$ cat config.mk
export PLATFORM = sky130hd
export DESIGN_NAME = mem_copy_sequencer
export DESIGN_NICKNAME = d
export VERILOG_FILES = /design/src/rtl/mem_copy_sequencer_pkg.sv /design/src/rtl/mem_copy_sequencer.sv
export SDC_FILE = /design/constraint.sdc
export NUM_CORES = 1
export LEC_CHECK = 0
export ABC_AREA = 1
export CAP_MARGIN = 30
export CORE_AREA = 4 4 61 63
export CTS_CLUSTER_DIAMETER = 80
export DETAILED_ROUTE_END_ITERATION = 8
export DIE_AREA = 0 0 65 67
export HOLD_SLACK_MARGIN = 0.08
export SLEW_MARGIN = 20
export SYNTH_ARGS = -nofsm -noshare
export SYNTH_HDL_FRONTEND = slang
export SYNTH_SLANG_ARGS = --single-unit
$ cat constraint.sdc
create_clock -name clk -period 2.6 [get_ports clk]
set_clock_uncertainty 0.05 [all_clocks]
set_input_delay 0.52 -clock clk [delete_from_list [all_inputs] [get_ports clk]]
set_output_delay 0.52 -clock clk [all_outputs]
set_load 0.1 [all_outputs]
$ cat src/rtl/mem_copy_sequencer_pkg.sv
// Shared types for the block-copy sequencer: FSM encoding, the order of
// the completion-marker symbols and the default marker constants.
package mem_copy_sequencer_pkg;

    localparam int MEM_BITS = 2;

    localparam logic [MEM_BITS-1:0] ALL_ONES  = '1;
    localparam logic [MEM_BITS-1:0] ALL_ZEROS = '0;

    typedef enum logic [2:0] {
        IDLE,
        COPY,
        DRAIN,
        M1A,
        M0A,
        M1B,
        M0B,
        FIN
    } state_t;

    // Marker symbols alternate ones/zeros; ones are shown in M1A and M1B.
    function automatic logic mark_is_ones(input state_t s);
        return (s == M1A) || (s == M1B);
    endfunction

    function automatic state_t mark_next(input state_t s);
        state_t n;
        n = FIN;
        unique case (s)
            M1A:     n = M0A;
            M0A:     n = M1B;
            M1B:     n = M0B;
            default: n = FIN;
        endcase
        return n;
    endfunction

endpackage

$ cat src/rtl/mem_copy_sequencer.sv
// Copies NUM_WORDS words from a source memory to a destination memory,
// then plays the 1/0/1/0 completion marker on data_out for the detector.
module mem_copy_sequencer
    import mem_copy_sequencer_pkg::*;
#(
    parameter int no_of_mem_bits = MEM_BITS,
    parameter int addr_bits      = 4,
    parameter int NUM_WORDS      = 16,
    parameter int MARK_HOLD      = 1
) (
    input  logic                      clk,
    input  logic                      rst_n,
    input  logic                      start,
    output logic [addr_bits-1:0]      src_rd_addr,
    input  logic [no_of_mem_bits-1:0] src_rd_data,
    output logic                      dst_wr_en,
    output logic [addr_bits-1:0]      dst_wr_addr,
    output logic [no_of_mem_bits-1:0] dst_wr_data,
    output logic [no_of_mem_bits-1:0] data_out,
    output logic                      det_clr,
    output logic                      busy,
    output logic                      done
);

    localparam int CW = addr_bits + 1;
    localparam int HW = (MARK_HOLD > 1) ? $clog2(MARK_HOLD) : 1;

    state_t         r_state;
    state_t         w_next;
    logic [CW-1:0]  r_cnt;
    logic [HW-1:0]  r_hold;
    logic           w_hold_end;
    logic           w_mark;

    assign w_hold_end = (r_hold == HW'(MARK_HOLD - 1));
    assign w_mark     = r_state inside {M1A, M0A, M1B, M0B};

    always_ff @(posedge clk) begin
        if (!rst_n) begin
            r_state <= IDLE;
        end else begin
            r_state <= w_next;
        end
    end

    always_comb begin
        w_next = r_state;
        unique case (r_state)
            IDLE:  if (start) w_next = COPY;
            COPY:  if (r_cnt == CW'(NUM_WORDS)) w_next = DRAIN;
            DRAIN: w_next = M1A;
            M1A, M0A, M1B, M0B: begin
                if (w_hold_end) w_next = mark_next(r_state);
            end
            FIN:   w_next = IDLE;
        endcase
    end

    // Outputs are registered from the next state so they line up with it.
    always_ff @(posedge clk) begin
        if (!rst_n) begin
            src_rd_addr <= '0;
            dst_wr_en   <= 1'b0;
            dst_wr_addr <= '0;
            dst_wr_data <= '0;
            data_out    <= '0;
            det_clr     <= 1'b1;
            busy        <= 1'b0;
            done        <= 1'b0;
            r_cnt       <= '0;
            r_hold      <= '0;
        end else begin
            dst_wr_en <= (r_state == COPY);
            busy      <= w_next inside {COPY, DRAIN, M1A, M0A, M1B, M0B};
            done      <= (w_next == FIN);

            if (r_state == COPY) begin
                dst_wr_addr <= src_rd_addr;
                dst_wr_data <= src_rd_data;
                data_out    <= src_rd_data;
            end else begin
                data_out <= {no_of_mem_bits{mark_is_ones(w_next)}};
            end

            // Clear stays low after the marker so transfer_done is held.
            if (w_next == COPY) begin
                det_clr <= 1'b1;
            end else if (w_next == M1A) begin
                det_clr <= 1'b0;
            end

            if (w_mark) begin
                r_hold <= w_hold_end ? '0 : r_hold + HW'(1);
            end else begin
                r_hold <= '0;
            end

            if (r_state == IDLE && start) begin
                r_cnt       <= CW'(1);
                src_rd_addr <= '0;
            end else if (r_state == COPY && w_next == COPY) begin
                r_cnt       <= r_cnt + CW'(1);
                src_rd_addr <= src_rd_addr + addr_bits'(1);
            end
        end
    end

endmodule

## After elaboration in Yosys (flattened, before gate mapping)

Cells that the tools add are included.

| operators by class | value |
|---|---|
| bitwise gates (word level) | 1 |
| reduce and logical (&&, ||, !) cells | 11 |
| equal/unequal tests | 15 |
| add/sub/neg operators | 3 |
| muxes and demuxes | 8 |

Operators with widths:

| kind | count |
|---|---|
| == test 3 bit, second input constant | 8 |
| one-hot mux 3 bit (5 select lines) | 1 |
| == test 3 x 2 -> 1 bit, second input constant | 4 |
| 2-to-1 mux 3 bit | 3 |
| == test 3 x 1 -> 1 bit, second input constant | 2 |
| one-hot mux 2 bit (3 select lines) | 1 |
| nonzero test 6 bit | 1 |
| adder 5 x 1 -> 5 bit, second input constant | 1 |
| == test 5 bit, second input constant | 1 |
| adder 4 x 1 -> 4 bit, second input constant | 1 |
| nonzero test 4 bit | 1 |
| OR reduction 2 bit | 2 |
| OR reduction 4 bit | 1 |
| logical NOT 3 bit | 1 |
| AND reduction 3 bit | 1 |
| logical AND 1 bit | 2 |
| 2-to-1 mux 1 bit | 2 |
| 2-to-1 mux 2 bit | 1 |
| nonzero test 2 bit | 1 |
| adder 1 bit, second input constant | 1 |
| logical OR 1 bit | 1 |
| NOT 1 bit | 1 |

| word-level totals | value |
|---|---|
| output and inout port bits | 16 |
| word-level logic and storage cells | 50 |
| register bits after elaboration | 25 |

## Logic depth before layout (Yosys ltp)

Gate-level depths: netlist of the first run.

| logic depth | value |
|---|---|
| word-level depth | 8 |
| depth in mapped cells | 13 |
| gate-level depth less buffers | 13 |

## Least setup slack after synthesis of the first run

No wires, ideal clock.

| timing path | value |
|---|---|
| path type | register to register |
| start point | register src_rd_addr[1] |
| end point | register src_rd_addr[1] |
| slack | 874 ps |
| arrival time | 1559 ps |
| stages on the path, launching flop included | 4 |
| required time | 2433 ps |
| cell sequence | dfxtp_1 -> ha_1 -> o21ai_0 -> nor2_1 |

| between the ends | value |
|---|---|
| longest elaborated chain between the ends | 1 |

RTL lines:

| element | line | RTL |
|---|---|---|
| start, declared | mem_copy_sequencer.sv:14 | `output logic [addr_bits-1:0] src_rd_addr,` |
| start signal, assigned | mem_copy_sequencer.sv:103 | `src_rd_addr <= src_rd_addr + addr_bits'(1);` |
| adder 4 x 1 -> 4 bit | mem_copy_sequencer.sv:103 |  |

No other way between the ends.
A chain may end at the register's enable or synchronous reset.

## Worst setup path after layout of the first run

| timing path | value |
|---|---|
| start point | register r_cnt[0] |
| end point | register data_out[0] |

| between the ends | value |
|---|---|
| longest elaborated chain between the ends | 6 |

RTL lines:

| element | line | RTL |
|---|---|---|
| start, declared | mem_copy_sequencer.sv:30 | `logic [CW-1:0] r_cnt;` |
| start signal, assigned | mem_copy_sequencer.sv:102 | `r_cnt <= r_cnt + CW'(1);` |
| == test 5 bit * | mem_copy_sequencer.sv:50 | `COPY: if (r_cnt == CW'(NUM_WORDS)) w_next = DRAIN;` |
| 2-to-1 mux 3 bit * | mem_copy_sequencer.sv:50 |  |
| one-hot mux 3 bit (5 select lines) * | mem_copy_sequencer.sv:48 | `unique case (r_state)` |
| == test 3 x 2 -> 1 bit / == test 3 bit (equally long branches) | mem_copy_sequencer_pkg.sv:23 | `return (s == M1A) \|\| (s == M1B);` |
| logical OR 1 bit * | mem_copy_sequencer_pkg.sv:23 |  |
| 2-to-1 mux 2 bit * | mem_copy_sequencer.sv:77 | `if (r_state == COPY) begin` |
| end signal, assigned | mem_copy_sequencer.sv:80 | `data_out <= src_rd_data;` |
| end signal, assigned | mem_copy_sequencer.sv:82 | `data_out <= {no_of_mem_bits{mark_is_ones(w_next)}};` |
| end, declared | mem_copy_sequencer.sv:19 | `output logic [no_of_mem_bits-1:0] data_out,` |

Every way passes the cells marked *; elsewhere a longest branch is shown, timed or not.

==> results of run 1 <==
## final cells by class
type	count	area share, %
inverters	21	5.94
repair buffers	20	12.1
clock buffers	3	1.70
clock inverters	1	0.377
multi-input cells	96	37.8
well taps	46	4.34
flip-flops and latches	25	37.7
## registers in the layout, summed over array words and instances (netlist names)
signal and flops:
busy 1, r_cnt 5, det_clr 1, data_out 2
dst_wr_data 2, done 1, src_rd_addr 4, r_hold 1
r_state 3, dst_wr_en 1, dst_wr_addr 4
## metrics by stage
stage | cells | worst slack, ns | hold WS (ns) | total power (µW)
after global routing | 212 | 0.709 | 0.475 | 1040
after floorplan | 143 | 0.874 | 0.397 | 744
after CTS | 212 | 0.913 | 0.438 | 991
after global placement | 208 | 0.804 | 0.414 | 813
final | 212 | 0.919 | 0.433 | 979
after detailed placement | 208 | 0.742 | 0.410 | 819
## routing by layer
layer / track usage [%] / vias up / wire length (µm)
met5: 0 / - / 0
met4: 4.75 / 0 / 50
met3: 3.20 / 6 / 100
met2: 21.5 / 22 / 1160
met1: 12.3 / 435 / 908
li1: - / 503 / -
## cells in the mapped netlist
master	number
nor2_2	1
conb_1	1
inv_1	15
nor3b_1	1
a31oi_1	1
a211oi_1	1
clkinv_1	1
nand2_2	2
nand4_1	2
nand4_4	1
nand2_1	28
nor2_4	1
o21ai_0	7
nor3_4	1
ha_1	3
nand3b_1	2
nor3_1	1
dfxtp_1	25
nand2_4	1
a21oi_1	10
inv_2	5
xor2_1	1
nor2_1	21
buf_4	1
nand3_1	8
o21ai_1	2
## tightest hold or removal path, stage by stage (launching register included)
cell and delay (ns):
dfxtp_1 0.34, nand2_1 0.06, a21oi_1 0.06
## cell families (layout without fill, tap and decap cells)
| family | Yosys count | after routing | share of synthesized area (%) |
|---|---|---|---|
| buffers and inverters | 22 | 45 | 7.93 |
| AOI/OAI and AO/OA | 21 | 21 | 10.0 |
| adders and majority gates | 3 | 3 | 3.45 |
| and+or+nand+nor | 70 | 70 | 31.5 |
| xor gates and xnor gates | 1 | 1 | 0.805 |
| other | 1 | 1 | 0.344 |
| DFF | 25 | 25 | 46.0 |
## worst max path at each step
stage / startpoint / to / cells after the start
floorplan: src_rd_addr[1] / src_rd_addr[1] / 3
global route: r_cnt[0] / data_out[0] / 13
CTS: src_rd_addr[1] / src_rd_addr[1] / 1
global placement: start / data_out[1] / 7
detailed placement: start / data_out[0] / 7
finish: r_cnt[0] / data_out[0] / 13
## power breakdown
group | switching, µW | internal (µW) | leakage, µW
clock network | 113 | 57.5 | 0.0000177
logic | 280 | 84.0 | 0.000393
registers | 27.1 | 417 | 0.000205
==> results.py, run 1 <==
metrics = {
    "status": {
        "status": "finished clean",
    },
    "clock_network": {
        "clockBufferDepth": 2,
        "cts_tree": "built",
        "htreeDepth": 1,
        "post_cts_buffers": 0,
        "cts_hold_buf": 0,
        "cts_root_buf": "clkbuf_4",
        "cts_resized": 0,
        "insertion_delay_ns": 0.31,
        "cts.sinks": 25,
        "numCtsBuffers": 3,
        "clk_pin_slew_ns": 0.14,
    },
    "floorplanning": {
        "io_pins": 21,
        "coreArea_mm2": 0.00323,
        "die_x_um": 65,
        "initial_core_util_pct": 33.7,
        "rows": 21,
        "die_h_um": 67,
        "die-area_mm2": 0.00436,
    },
    "worst_hold_path": {
        "hold_depth": 2,
        "worst_hold_path_type": "flop to flop",
        "min_to": "dst_wr_data[0]",
        "worstHoldStart": "dst_wr_data[0]",
    },
    "timing": {
        "fmax_mhz": 595,
        "fin_crit_sh_pct": 64.6,
        "fin_crit_ns": 1.68,
        "tns_ns": 0,
        "rsz0062_at_grt": "false",
        "finalSetupViolations": 0,
        "hold_violations": 0,
        "slew_viol_final": 0,
    },
    "worst_setup_path": {
        "r2r-end": "data_out[0]",
        "end_kind": "flop",
        "crit_family": "simple AND/OR/NAND/NOR gates",
        "critPathArrivalTime_ns": 1.88,
        "critPathLaunchType": "flop",
        "path_max_fanout": 4,
        "path_common_cell": "nand2_1",
        "reg2reg_setup_slack_ns": 0.92,
        "cp.required_ns": 2.80,
        "crit_path_max_incr_delay_ns": 0.43,
        "crit_slowest_cell": "dfxtp_1",
        "crit_buf_inv": 3,
        "crit_chain": "inv_1 > ha_1 > nand2_1 > inv_1 > nand2_1 > inv_1 > nand2_1 > nand2_1 > nand2_1 > nand2_1 > nor2_2 > nor2_1 > nor2_1",
        "criticalPathCategory": "flop to flop",
        "reg2reg_from": "r_cnt[0]",
        "reg2regPathDepth": 13,
    },
    "logic_synthesis": {
        "synthCells": 143,
        "postSynthAreaPerCell_um2": 7.61,
        "synth_seq_cells": 25,
        "synth_seq_area_share_pct": 46.0,
        "yosys_warnings": 0,
        "synth_nets": 151,
        "synth_top_cell_by_area": "dfxtp_1",
        "synth_top_area_share_pct": 46.0,
        "yosys-top-cells-area": "dfxtp_1 (46%), nand2_1 (9.7%), nor2_1 (7.2%)",
        "ys_types": 26,
        "syn_area_mm2": 0.00109,
    },
    "power_and_ir_drop": {
        "leakage_uw": 0.000615,
        "peakVddDrop_mv": 0.447,
        "power.density_mw_per_mm2": 738,
    },
    "grt": {
        "grt_overflow": 0,
        "grt_pass1_wl_um": 3950,
        "grt_pass1_vias": 970,
        "gr-usage-all-layers_pct": 11.6,
        "grt_max_degree": 15,
        "antenna_found_initial": 0,
    },
    "flow_run": {
        "drv_cap": 0,
    },
    "cells_and_area": {
        "multi_input_area_um2": 502,
        "antennaDiodeCount": 0,
        "final-seq-area_um2": 500,
        "num-fill-cells": 354,
        "drive_gt1_share_pct": 19.3,
        "final_cell_mix": "nand2_1 (28), dfxtp_1 (25), nor2_1 (21)",
        "layout_commonest_cell": "nand2_1",
        "postLayoutCoreUtil_pct": 41.0,
        "synthToLayoutAreaGrowth_pct": 21.8,
        "finalNetCount": 175,
        "fin_area_mm2": 0.00133,
    },
    "drt": {
        "drt_iter0_drc": 39,
        "routed_wl_um": 2220,
        "post_drt_wl_per_cell_um": 10.5,
        "drc_errors": 0,
        "vias": 966,
        "first_pass_iters": 4,
        "postRouteAntennaNets": 0,
        "viasPerCell": 4.56,
    },
    "placement": {
        "place.gp.congestion": 0.771,
        "placed_area_mm2": 0.00130,
        "port_buffers": 20,
        "dp_hpwl_um": 1760,
    },
}
No activity file was read; power rests on OpenSTA's default activity.
==> inputs of run 2 (changes only) <==
Clock period 2.6 ns to 1.6 ns, I/O delays scaled along.
==> results.py, run 2 (synthesis results as in run 1) <==
metrics = {
    "clock_network": {
        "clockBufferDepth": 2,
        "numCtsBuffers": 3,
        "clk_pin_slew_ns": 0.14,
        "insertion_delay_ns": 0.31,
        "htreeDepth": 1,
        "cts_tree": "built",
        "cts.sinks": 25,
        "cts_root_buf": "clkbuf_4",
    },
    "timing": {
        "fmax_mhz": 683,
        "timing.final.ws_setup_ns": 0.137,
        "rsz0062_at_grt": "false",
        "tns_ns": 0,
        "slew_viol_final": 0,
        "hold_ws_ns": 0.439,
        "hold_violations": 0,
        "fin_crit_ns": 1.46,
        "finalSetupViolations": 0,
        "fin_crit_sh_pct": 91.5,
    },
    "worst_setup_path": {
        "critPathLaunchType": "flop",
        "crit_end": "r_cnt[3]",
        "cp.required_ns": 1.77,
        "reg2reg_setup_slack_ns": 0.14,
        "path_max_fanout": 10,
        "end_kind": "flop",
        "criticalPathCategory": "flop to flop",
        "worstSetupStartpoint": "r_cnt[1]",
        "critPathArrivalTime_ns": 1.63,
        "r2r-end": "r_cnt[3]",
        "reg2reg_from": "r_cnt[1]",
        "reg2regPathDepth": 10,
    },
    "placement": {
        "dpl.cell_count": 211,
        "dp_hpwl_um": 1780,
        "post-place-ws_ns": 0.0441,
        "place.gp.congestion": 0.861,
        "port_buffers": 20,
    },
    "floorplanning": {
        "io_pins": 21,
        "initial_core_util_pct": 33.7,
        "die_h_um": 67,
        "die-area_mm2": 0.00436,
        "coreArea_mm2": 0.00323,
        "die_x_um": 65,
        "rows": 21,
    },
    "cells_and_area": {
        "regMostFlops": "r_cnt",
        "drive_gt1_share_pct": 24.9,
        "finalNetCount": 178,
        "largest_register_ffs": 5,
        "antennaDiodeCount": 0,
        "reg_top3": "r_cnt: 5 flops, dst_wr_addr: 4 flops, src_rd_addr: 4 flops",
        "final_cells": 215,
        "synthToLayoutAreaGrowth_pct": 43.6,
        "layout_commonest_cell": "nand2_1",
        "final_cell_mix": "nand2_1 (26), nor2_1 (21), dfxtp_1 (20)",
    },
    "grt": {
        "grt_pass1_wl_um": 3620,
        "gr-usage-all-layers_pct": 10.6,
        "grt_overflow": 0,
        "grt_max_degree": 16,
        "grt_pass1_vias": 880,
        "antenna_found_initial": 0,
    },
    "drt": {
        "first_pass_iters": 4,
        "drt_iter0_drc": 89,
        "post_drt_wl_per_cell_um": 10.1,
        "viasPerCell": 4.53,
        "postRouteAntennaNets": 0,
        "vias": 974,
        "routed_wl_um": 2170,
        "drc_errors": 0,
    },
    "worst_hold_path": {
        "worst_hold_path_type": "flop to flop",
        "hold_depth": 2,
    },
    "flow_run": {
        "drv_cap": 0,
    },
    "status": {
        "status": "finished clean",
    },
    "power_and_ir_drop": {
        "leakage_uw": 0.000682,
        "fin_total_pwr_uw": 1730,
        "peakVddDrop_mv": 0.459,
        "power.density_mw_per_mm2": 1110,
    },
}
[run 2: cell count changes in the layout (fill, tap and decap cells not counted), sizes merged]
cell / before / now
buf: 16 / 19
clkinv: 2 / 1
clkinvlp: 0 / 1
[run 2: worst min path at each step]
stage,start,end
floorplan,rst_n,r_state[0]
global placement,r_cnt[4],r_cnt[4]
detailed placement,r_cnt[4],r_cnt[4]
CTS,r_cnt[4],r_cnt[4]
global route,r_cnt[1],r_cnt[1]
finish,r_cnt[4],r_cnt[4]
[run 2: what timing repair did]
action                     CTS  global route
gates resized for setup      0             5
hold buffers                 0             0
setup buffers                0             0
setup endpoints to repair    0             5
[run 2: layout make-up]
type / count / area, µm²
Clock buffer: 3 / 22.5
Clock inverter: 1 / 7.51
Fill cell: 319 / 1670
Inverter: 21 / 78.8
Multi-Input combinational cell: 96 / 507
Sequential cell: 25 / 507
Tap cell: 46 / 57.6
Timing Repair Buffer: 23 / 383
[run 2: metrics by stage]
step	util (%)	area [µm²]
floorplan	-	1090
finish	48.4	1560
global route	48.4	1560
CTS	48.1	1550
detailed placement	47.2	1520
global placement	47.2	1520
[run 2: power by group]
| group | internal, µW | leakage (µW) | switching, µW |
|---|---|---|---|
| logic | 245 | 0.000462 | 458 |
| registers | 682 | 0.000206 | 58.9 |
| clock network | 95.2 | 0.0000139 | 192 |
| total | 1020 | 0.000682 | 708 |
[run 2: metal layers]
| metal | up-vias | track usage, % | wire length, µm |
|---|---|---|---|
| met5 | - | 0 | 0 |
| met4 | 0 | 1.58 | 0 |
| met3 | 0 | 2.53 | 143 |
| met2 | 28 | 19.5 | 1090 |
| met1 | 441 | 12.6 | 935 |
| li1 | 505 | - | - |
[run 2: critical path, cell delays in order, from the launching register on]
cell	delay, ns
dfxtp_2	0.37
inv_1	0.05
ha_1	0.18
nand2_1	0.06
inv_1	0.04
nand2_2	0.07
nand2_4	0.11
inv_2	0.12
nand4_1	0.12
o21ai_1	0.14
a21oi_1	0.05
==> variant (settings of run 2) <==
Set the parameter `addr_bits` to 6 (it was 4).
--- a/src/rtl/mem_copy_sequencer.sv
+++ b/src/rtl/mem_copy_sequencer.sv
@@ -5,5 +5,5 @@
 #(
     parameter int no_of_mem_bits = MEM_BITS,
-    parameter int addr_bits      = 4,
+    parameter int addr_bits      = 6,
     parameter int NUM_WORDS      = 16,
     parameter int MARK_HOLD      = 1
Ports: changed (resized dst_wr_addr and src_rd_addr); port bits go from 21 to 25. No check against the original RTL was run, so the function may have changed too.
==> variant against run 2 <==
Design area increased by 32%; power increased by 0.39%; sequential share of layout area decreased by 2.0 points; sequential cell count increased by 6; fmax decreased by 6.1%; largest cell class is now multi-input gates; routed wire length increased by 48%; via count increased by 31%; highest routed layer is now met4; sequential power increased by 12%; area after synthesis increased by 20%; non-clock buffer count increased by 18; clock power increased by 84%; worst setup slack got worse by 0.095 ns.
==> variant: results <==
metrics = {
    "pwr": {
        "leakagePower_nw": 0.892,
        "switching_share": 0.305,
        "peakVddDrop_mv": 0.500,
        "pg_seq_mw": 0.828,
        "pwr-share-seq": 0.477,
        "comb_power_share": 0.220,
    },
    "logic_synthesis": {
        "synth_compound_area_frac": 0.0975,
        "syn-num-nets": 180,
        "synth.distinct_cells": 23,
        "seq_area_frac_synth": 0.474,
        "synth.area.top_cells": "dfxtp_1 47%, nand2_1 9.5%, nand3_1 6.1%",
        "synthArstFlopShare": 0,
        "synthXorXnorAreaFrac": 0.0402,
        "ys_top_cells_by_count": "33 x nand2_1, 31 x dfxtp_1, 21 x inv_1",
        "syn-mean-instance-area_um2": 7.61,
        "synth_fa_ha_area_frac": 0.0287,
    },
    "global_routing": {
        "use_met2": 0.263,
        "grtUsageMet3": 0.0573,
        "grt_max_degree": 11,
        "grt_pass1_vias": 1181,
        "grt_overflow": 0,
        "grt_use_met1": 0.166,
        "grt_usage": 0.154,
        "grt_pass1_wl_um": 5000,
    },
    "place": {
        "port_buffers": 24,
        "pre_cts_ws_ns": -0.0207,
        "dp_hpwl_um": 2220,
        "routabilityCongestion": 0.861,
        "place_area_mm2": 0.00189,
        "dp_cells": 252,
    },
    "clock_network": {
        "clk_latency_ns": 0.34,
        "clk_pin_slew_worst_paths_ns": 0.11,
        "h-tree-depth": 2,
        "numCtsBuffers": 5,
    },
    "setup_path": {
        "cp_top_family": "simple AND/OR/NAND/NOR gates",
        "reg2reg_slack_ns": 0.04,
        "slowest_stage": "dfxtp_2",
        "crit_path_max_fanout": 8,
        "crit_arrival_ns": 1.73,
        "max_stage_delay_ns": 0.35,
    },
    "layout": {
        "layout-drive-gt1-share": 0.321,
        "final_nets": 225,
        "seq_area_um2": 628,
        "fillCellCount": 263,
        "reg_top3": "r_cnt: 7 flops, dst_wr_addr: 6 flops, src_rd_addr: 6 flops",
    },
    "status": {
        "status": "finished clean",
    },
    "drt": {
        "drt_iter0_drc": 83,
        "wl_per_cell_um": 12.2,
        "avgViaCountPerCell": 4.83,
        "vias": 1276,
    },
    "sta": {
        "hold_ws_ns": 0.438,
    },
}
[variant: cell count changes after synthesis, sizes merged, moves of 2 or more]
cell	delta
nand3	+8
dfxtp	+6
a21oi	+4
nand2	+4
xor2	+4
clkbuf	+2
inv	+2
nand3b	-2
[variant: worst paths after layout]
| check | from | to | cells past startpoint |
|---|---|---|---|
| worst min register to register | r_cnt[1] | r_cnt[1] | 2 |
| worst max register to register | r_cnt[0] | r_cnt[5] | 11 |
| worst min-delay path | r_cnt[1] | r_cnt[1] | 2 |
| worst max-delay path | r_cnt[0] | r_cnt[5] | 11 |
[variant: logic make-up (layout without fill, tap and decap cells)]
kind of cell	after synthesis	in the layout
AOI/OAI and AO/OA	25	25
xor gates and xnor gates	6	6
DFF	31	31
and+or+nand+nor	81	81
buffers and inverters	25	71
adders and majority gates	3	3
other	1	1
[variant: layout make-up]
cell class / count / share of cell area
sequential: 31 / 0.304
tap: 46 / 0.0279
timing repair buffer: 41 / 0.275
inverter: 22 / 0.0412
clock buffer: 8 / 0.0333
multi-input combinational: 116 / 0.319
[variant: worst register-to-register path, stage by stage (launching register included)]
cell,delay [ns]
dfxtp_2,0.35
inv_2,0.04
ha_4,0.15
nand2_2,0.08
inv_2,0.05
nand3_4,0.06
nand2_4,0.09
buf_4,0.15
nor2_2,0.12
nand3_1,0.11
o21ai_1,0.14
a21oi_1,0.05
[variant: timing repair]
action | CTS | global route
setup buffers | 0 | 4
resized for setup | 0 | 26
endpoints found under the setup margin | 0 | 16
hold endpoints to repair | 0 | 0
[variant: layer usage]
metal / share of wire / routed length [um]
met1: 0.43 / 1380
met4: 0.014 / 45
met2: 0.51 / 1630
met5: 0 / 0
met3: 0.046 / 147
